File: src/rtl/instr_sequencer.sv
// ============================================================================
// instr_sequencer : fetch/decode/issue controller driving the alu datapath
// Rev 1.0
// ============================================================================
`default_nettype none

module instr_sequencer #(
  parameter int PC_W = 8
) (
  input  logic            clk,
  input  logic            init,
  input  logic            start,
  output logic [PC_W-1:0] imem_addr,
  output logic            imem_req,
  input  logic            imem_valid,
  input  logic [15:0]     imem_data,
  output logic [3:0]      op,
  output logic [2:0]      op1,
  output logic [2:0]      op2,
  output logic            exec,
  input  logic            alu_c,
  input  logic            alu_v,
  input  logic            alu_z,
  output logic            flag_c,
  output logic            flag_v,
  output logic            flag_z,
  output logic [PC_W-1:0] pc,
  output logic            busy,
  output logic            halted
);

  typedef enum logic [2:0] {
    S_IDLE   = 3'd0,
    S_FETCH  = 3'd1,
    S_DECODE = 3'd2,
    S_EXEC   = 3'd3,
    S_HALTED = 3'd4
  } state_e;

  localparam logic [3:0] OP_JMP  = 4'hC;
  localparam logic [3:0] OP_BZ   = 4'hD;
  localparam logic [3:0] OP_NOP  = 4'hE;
  localparam logic [3:0] OP_HALT = 4'hF;
  // 1110 decodes as neither load nor store, so it is safe to present while idle
  localparam logic [3:0] OP_IDLE = 4'hE;

  state_e          state_q;
  logic [PC_W-1:0] pc_q;
  logic [15:0]     ir_q;
  logic            flag_c_q, flag_v_q, flag_z_q;
  logic [3:0]      op_q;
  logic [2:0]      op1_q, op2_q;
  logic            exec_q;

  logic [3:0]      ir_op_d;
  logic [PC_W-1:0] pc_inc_d;
  logic [PC_W-1:0] target_d;

  assign ir_op_d  = ir_q[15:12];
  assign pc_inc_d = pc_q + PC_W'(1);
  assign target_d = ir_q[PC_W-1:0];

  always_ff @(posedge clk or posedge init) begin
    if (init) begin
      state_q  <= S_IDLE;
      pc_q     <= '0;
      ir_q     <= '0;
      flag_c_q <= 1'b0;
      flag_v_q <= 1'b0;
      flag_z_q <= 1'b0;
      op_q     <= OP_IDLE;
      op1_q    <= '0;
      op2_q    <= '0;
      exec_q   <= 1'b0;
    end else begin
      unique case (state_q)
        S_IDLE, S_HALTED: begin
          if (start) begin
            pc_q     <= '0;
            flag_c_q <= 1'b0;
            flag_v_q <= 1'b0;
            flag_z_q <= 1'b0;
            state_q  <= S_FETCH;
          end
        end

        S_FETCH: begin
          if (imem_valid) begin
            ir_q    <= imem_data;
            state_q <= S_DECODE;
          end
        end

        S_DECODE: begin
          unique case (ir_op_d)
            OP_JMP: begin
              pc_q    <= target_d;
              state_q <= S_FETCH;
            end
            OP_BZ: begin
              pc_q    <= flag_z_q ? target_d : pc_inc_d;
              state_q <= S_FETCH;
            end
            OP_NOP: begin
              pc_q    <= pc_inc_d;
              state_q <= S_FETCH;
            end
            OP_HALT: begin
              state_q <= S_HALTED;
            end
            default: begin
              // Issue fields are registered here so they are stable for all of EXEC
              op_q    <= ir_op_d;
              op1_q   <= ir_q[11:9];
              op2_q   <= ir_q[8:6];
              exec_q  <= 1'b1;
              state_q <= S_EXEC;
            end
          endcase
        end

        S_EXEC: begin
          unique case (ir_op_d)
            4'h0, 4'h1, 4'h2, 4'h3: begin
              flag_c_q <= alu_c;
              flag_v_q <= alu_v;
              flag_z_q <= alu_z;
            end
            4'h7, 4'h8, 4'h9, 4'hA, 4'hB: begin
              flag_z_q <= alu_z;
            end
            default: begin
            end
          endcase
          op_q    <= OP_IDLE;
          op1_q   <= '0;
          op2_q   <= '0;
          exec_q  <= 1'b0;
          pc_q    <= pc_inc_d;
          state_q <= S_FETCH;
        end

        default: begin
          state_q <= S_IDLE;
        end
      endcase
    end
  end

  assign imem_addr = pc_q;
  assign imem_req  = (state_q == S_FETCH);
  assign busy      = (state_q == S_FETCH) || (state_q == S_DECODE) || (state_q == S_EXEC);
  assign halted    = (state_q == S_HALTED);
  assign op        = op_q;
  assign op1       = op1_q;
  assign op2       = op2_q;
  assign exec      = exec_q;
  assign flag_c    = flag_c_q;
  assign flag_v    = flag_v_q;
  assign flag_z    = flag_z_q;
  assign pc        = pc_q;

endmodule

`default_nettype wire

File: config.mk
export PLATFORM = sky130hd
export DESIGN_NAME = instr_sequencer
export DESIGN_NICKNAME = d
export VERILOG_FILES = /design/src/rtl/instr_sequencer.sv
export SDC_FILE = /design/constraint.sdc
export NUM_CORES = 1
export LEC_CHECK = 0
export ABC_CLOCK_PERIOD_IN_PS = 1800
export CAP_MARGIN = 20
export CORE_UTILIZATION = 43
export DETAILED_ROUTE_END_ITERATION = 7
export PLACE_DENSITY = 0.84
export SYNTH_ARGS = -nofsm -noshare
export SYNTH_HDL_FRONTEND = slang
export SYNTH_SLANG_ARGS = --single-unit
export TNS_END_PERCENT = 5
File: constraint.sdc
create_clock -name clk -period 1.8 [get_ports clk]
set_clock_uncertainty 0.2 [all_clocks]
set_input_delay 0.36 -clock clk [delete_from_list [all_inputs] [get_ports clk]]
set_output_delay 0.36 -clock clk [all_outputs]
set_load 0.05 [all_outputs]
* After elaboration in Yosys (flattened, before gate mapping) *
Index checks and enable logic that the tools add are counted.

operators by class
  eq/ne operators = 22
  reduce and logical (&&, ||, !) cells = 18
  add/subtract/negate cells = 1
  multiplexer cells = 23

operators with widths
  operator             count
  $pmux 8 s3           2
  $eq 4x4->1 const B   8
  $pmux 3 s2           3
  $mux 8               2
  $mux 3               4
  $pmux 3 s4           1
  $reduce_and 3->1     3
  $reduce_or 9->1      1
  $add 8x1->8 const B  1
  $eq 4x2->1 const B   2
  $pmux 1 s2           4
  $pmux 4 s2           1
  $reduce_or 4->1      2
  $eq 3x2->1 const B   2
  $ne 2x2->1 const B   3
  $reduce_and 2->1     3
  $mux 1               5
  $eq 4x1->1 const B   1
  $eq 4x3->1 const B   1
  $logic_not 4->1      1
  $mux 4               1
  $ne 2x1->1 const B   2
  $ne 4x1->1 const B   1
  $reduce_bool 2->1    2
  other kinds (7)      8

storage, ports and cells
  logic and storage cells = 74
  flip-flop bits (word level) = 41
  output and inout bits = 33
  input port bits = 23

* Longest topological paths before layout *
  depth in word-level cells = 4
  mapped depth = 9

* Least setup slack after synthesis *
OpenSTA, ideal clock, no wires.

  path type = register to register
  start = register pc_q[0], in the netlist imem_addr[0]
  end = register pc_q[6], in the netlist imem_addr[6]
  stages on the path, launching flop included = 6
  arrival time = 1.656 ns
  setup slack = -0.182 ns
  period minus slack after synthesis = 1.982 ns
  path buffers = 0
  library setup time = 0.126 ns
  cells stage by stage = dfrtp_1 ha_1 and3_1 and3_1 nor3b_1 a221o_1

between the ends
  word-level cells in the longest chain between the ends = 4

RTL lines
  what                    RTL line  text
  start, declared         48        logic [PC_W-1:0] pc_q;
  start signal, assigned  97        pc_q <= target_d;
  start signal, assigned  101       pc_q <= flag_z_q ? target_d : pc_inc_d;
  start signal, assigned  105       pc_q <= pc_inc_d;
  $add 8x1->8 *           60        assign pc_inc_d = pc_q + PC_W'(1);
  $mux 8                  101
  $pmux 8 s3              95        unique case (ir_op_d)
  $pmux 8 s3 *            76        unique case (state_q)

Every way passes the cells marked *; elsewhere a longest branch is shown, timed or not.
A chain may end at the register's enable or synchronous reset.

* Final worst setup path *
  start = register state_q[0]
  end = output port halted

between the ends
  word-level cells in the longest chain between the ends = 1

RTL lines
  what                    RTL line  text
  start, declared         47        state_e state_q;
  start signal, assigned  65        state_q <= S_IDLE;
  start signal, assigned  83        state_q <= S_FETCH;
  start signal, assigned  90        state_q <= S_DECODE;
  $eq 3x3->1              153       assign halted = (state_q == S_HALTED);
  end, declared           29        output logic halted

Every way passes these cells.

==> impl_metrics.toml <==
[finish]
multi_input_area_sq_um = 927.1
fin_nets = 299
utilization = 0.7369
antennaDiodeCount = 0
syn2layout_area_growth_pct = 61.36
final_layout_size_suffix_gt1_frac = 0.4022
n_fill_cell = 277
ff_latch_area_sq_um = 1035

[cts]
root_buffer = "clkbuf_8"
clk_latency_ns = 0.31
clock_sinks = 41
clk_pin_slew_ns = 0.09
cts_tree = "done"
cts_max_path_buffers = 2
htree_levels = 2
numCtsBuffers = 5

[synthesis]
synth-main-ff-cell = "dfrtp_1"
syn_area_per_cell_sq_um = 10.17
synth_top_area_frac = 0.4654
synth_area_leaders = "dfrtp_1, mux2_2, nand2_1"
yosysMostFrequentCell = "dfrtp_1"
yosysWarnings = 0
synth_edf_count = 0
synth_seq_cells = 41
ys_types = 39
syn-instance-count = 201
synth_top_cell_by_area = "dfrtp_1"
async_flop_share = 1.000
yosysSeqAreaShare = 0.5040
syn_nets = 225
netlist_area_sq_um = 2043
ys_top_cells_by_count = "dfrtp_1, nand2_1, nor2_1, mux2_2, o21ai_0"

[pwr]
power-per-cell-area_nw_per_um2 = 2110
p_leak_nw = 1.451
switchingPower_mw = 3.115
peakVddDrop_mv = 1.305
internal_power_mw = 3.843
p_seq_frac = 0.262
p_sw_frac = 0.4477
power.share.clock = 0.090
pwr-share-comb = 0.648

[timing]
finalSetupTns_ns = -0.04357
setup_slack_ns = -0.03656
slew_violations = 0
setup_viol = 3
relSlewSlack = 0.7838
hold_violations = 0
finalCritPeriodShare = 1.020
clock.fmax_mhz = 544.5
worst_pin_slew_ns = 0.3192
timing.final.crit_period_ns = 1.837
rsz0062_at_grt = "yes"

[routing]
antenna_left = 0
vias = 1814
drt_wl_total_microns = 5160
first_pass_iters = 8
drc = 4
dr.first_iter.drc_count = 163
wire_per_inst_microns = 15.73
via_per_inst = 5.530

[critical_path]
cp_data_required_time_ns = 1.24
reg2reg_slack_ns = 0
start_kind = "register"
worstPathArrival_ns = 1.28
reg2reg_depth = 6
worst-setup-path-type = "reg2out"
cp_max_fo = 3
cp-end-kind = "primary output"
reg2reg_from = "imem_addr[0]"
r2r-end = "imem_addr[7]"

[placement]
place_ws_ns = -0.3486
port_buffers = 55
routabilityCongestion = 0.8583
hpwl_microns = 3644

[global_route]
grt_pass1_vias = 1812
grtUsageTotal = 0.2244
antenna_found_initial = 0
grt_overflow_total = 0
grt_pass1_wl_microns = 8694
grt_max_degree = 42

[floorplanning]
core_area_sq_um = 4474
die_area_sq_um = 5031
pin_count = 56
die_h_microns = 70.93
initial_core_util = 0.4567
die_w_microns = 70.93
fp-row-count = 24

[hold_path]
hold_path.class = "in2async"

[run_status]
violations = "design-rule violations, negative setup slack"
status = "finished with violations"

[job]
maxCapViolCount = 0
## how the worst max path moves through the flow
stage	start	to	cells past startpoint	slack (ns)
after floorplan	state_q[0]	busy	3	-0.08
after global placement	start	imem_addr[6]	5	-0.30
after detailed placement	start	imem_addr[2]	7	-0.35
after CTS	state_q[2]	busy	3	-0.01
final	state_q[0]	halted	4	-0.04
after global routing	imem_addr[0]	imem_addr[7]	6	-0.09
## registers in the layout (all words and copies together) (netlist names)
name       flops
state_q        3
flag_c         1
flag_z         1
op1            3
flag_v         1
exec           1
imem_addr      8
op             4
op2            3
ir_q          16
## metrics by stage
stage	hold slack (ns)	cell area, sq um	std cells	total power, mW
2_1_floorplan	0.2460	2052	201	4.073
3_3_place_gp	0.2564	3129	319	6.034
3_5_place_dp	0.2757	3129	319	6.163
4_1_cts	0.2116	3271	328	6.901
5_1_grt	0.2486	3297	328	7.280
6_report	0.2031	3297	328	6.958
## layer usage
| layer | track usage | vias up | wire length (microns) |
|---|---|---|---|
| met1 | 0.2838 | 898 | 2155 |
| met5 | 0 | - | 0 |
| met4 | 0.09778 | 0 | 96 |
| met2 | 0.3665 | 65 | 2624 |
| li1 | - | 842 | - |
| met3 | 0.05698 | 9 | 284 |
## power by group through the flow
stage	Combinational, mW	Sequential (mW)	Clock [mW]
floorplan	1.70	2.38	0
global placement	4.24	1.79	0
detailed placement	4.35	1.82	0
CTS	4.45	1.81	0.634
global route	4.73	1.88	0.667
finish	4.51	1.83	0.625
## timing repair
item                                    CTS  global route
buffers inserted                          1             0
pin swaps                                 2             2
hold buffers                              0             0
gates resized for setup                   9             8
endpoints found under the setup margin    7            35
## placed cells by master, fill, tap and decap left out, types with 3 or more instances in the layout
cell             netlist  final
buf_12                 0     37
dfrtp_1               38     34
nand2_1               29     27
clkdlybuf4s50_1        0     22
buf_4                 10     22
mux2_2                16     16
nor2_1                17     13
o21ai_0               13     13
a21oi_1               10     10
o21ai_1                8      7
nor3b_1                6      5
clkbuf_8               0      5
inv_1                  4      4
and2_1                 5      4
and3_1                 5      4
dfrtp_2                0      4
nor2_2                 1      3
dfstp_2                3      3
buf_6                  1      3
## cells by family (layout without fill, tap and decap cells)
family,count (synthesis),count (layout),synth area share
flip-flops,41,41,0.5040
AND/OR/NAND/NOR,74,74,0.1800
buffers and inverters,22,97,0.06613
multiplexers,19,19,0.1035
AO/OA/AOI/OAI,44,44,0.1402
adder cells (fa/ha/maj),1,1,0.006123
## critical path, cell delays in order, from the launching register on
cell and delay (ns):
dfrtp_1 0.42, buf_6 0.15, nor2_4 0.11, and2_4 0.17, buf_12 0.13
## area by class of cell
| class | instances | area share |
|---|---|---|
| timing repair buffer | 84 | 0.3518 |
| sequential | 41 | 0.3139 |
| multi-input combinational | 138 | 0.2812 |
| clock buffer | 5 | 0.02087 |
| tap | 52 | 0.01973 |
| clock inverter | 3 | 0.006831 |
| inverter | 5 | 0.005693 |
Note: power is estimated with default switching activity, not from simulation.
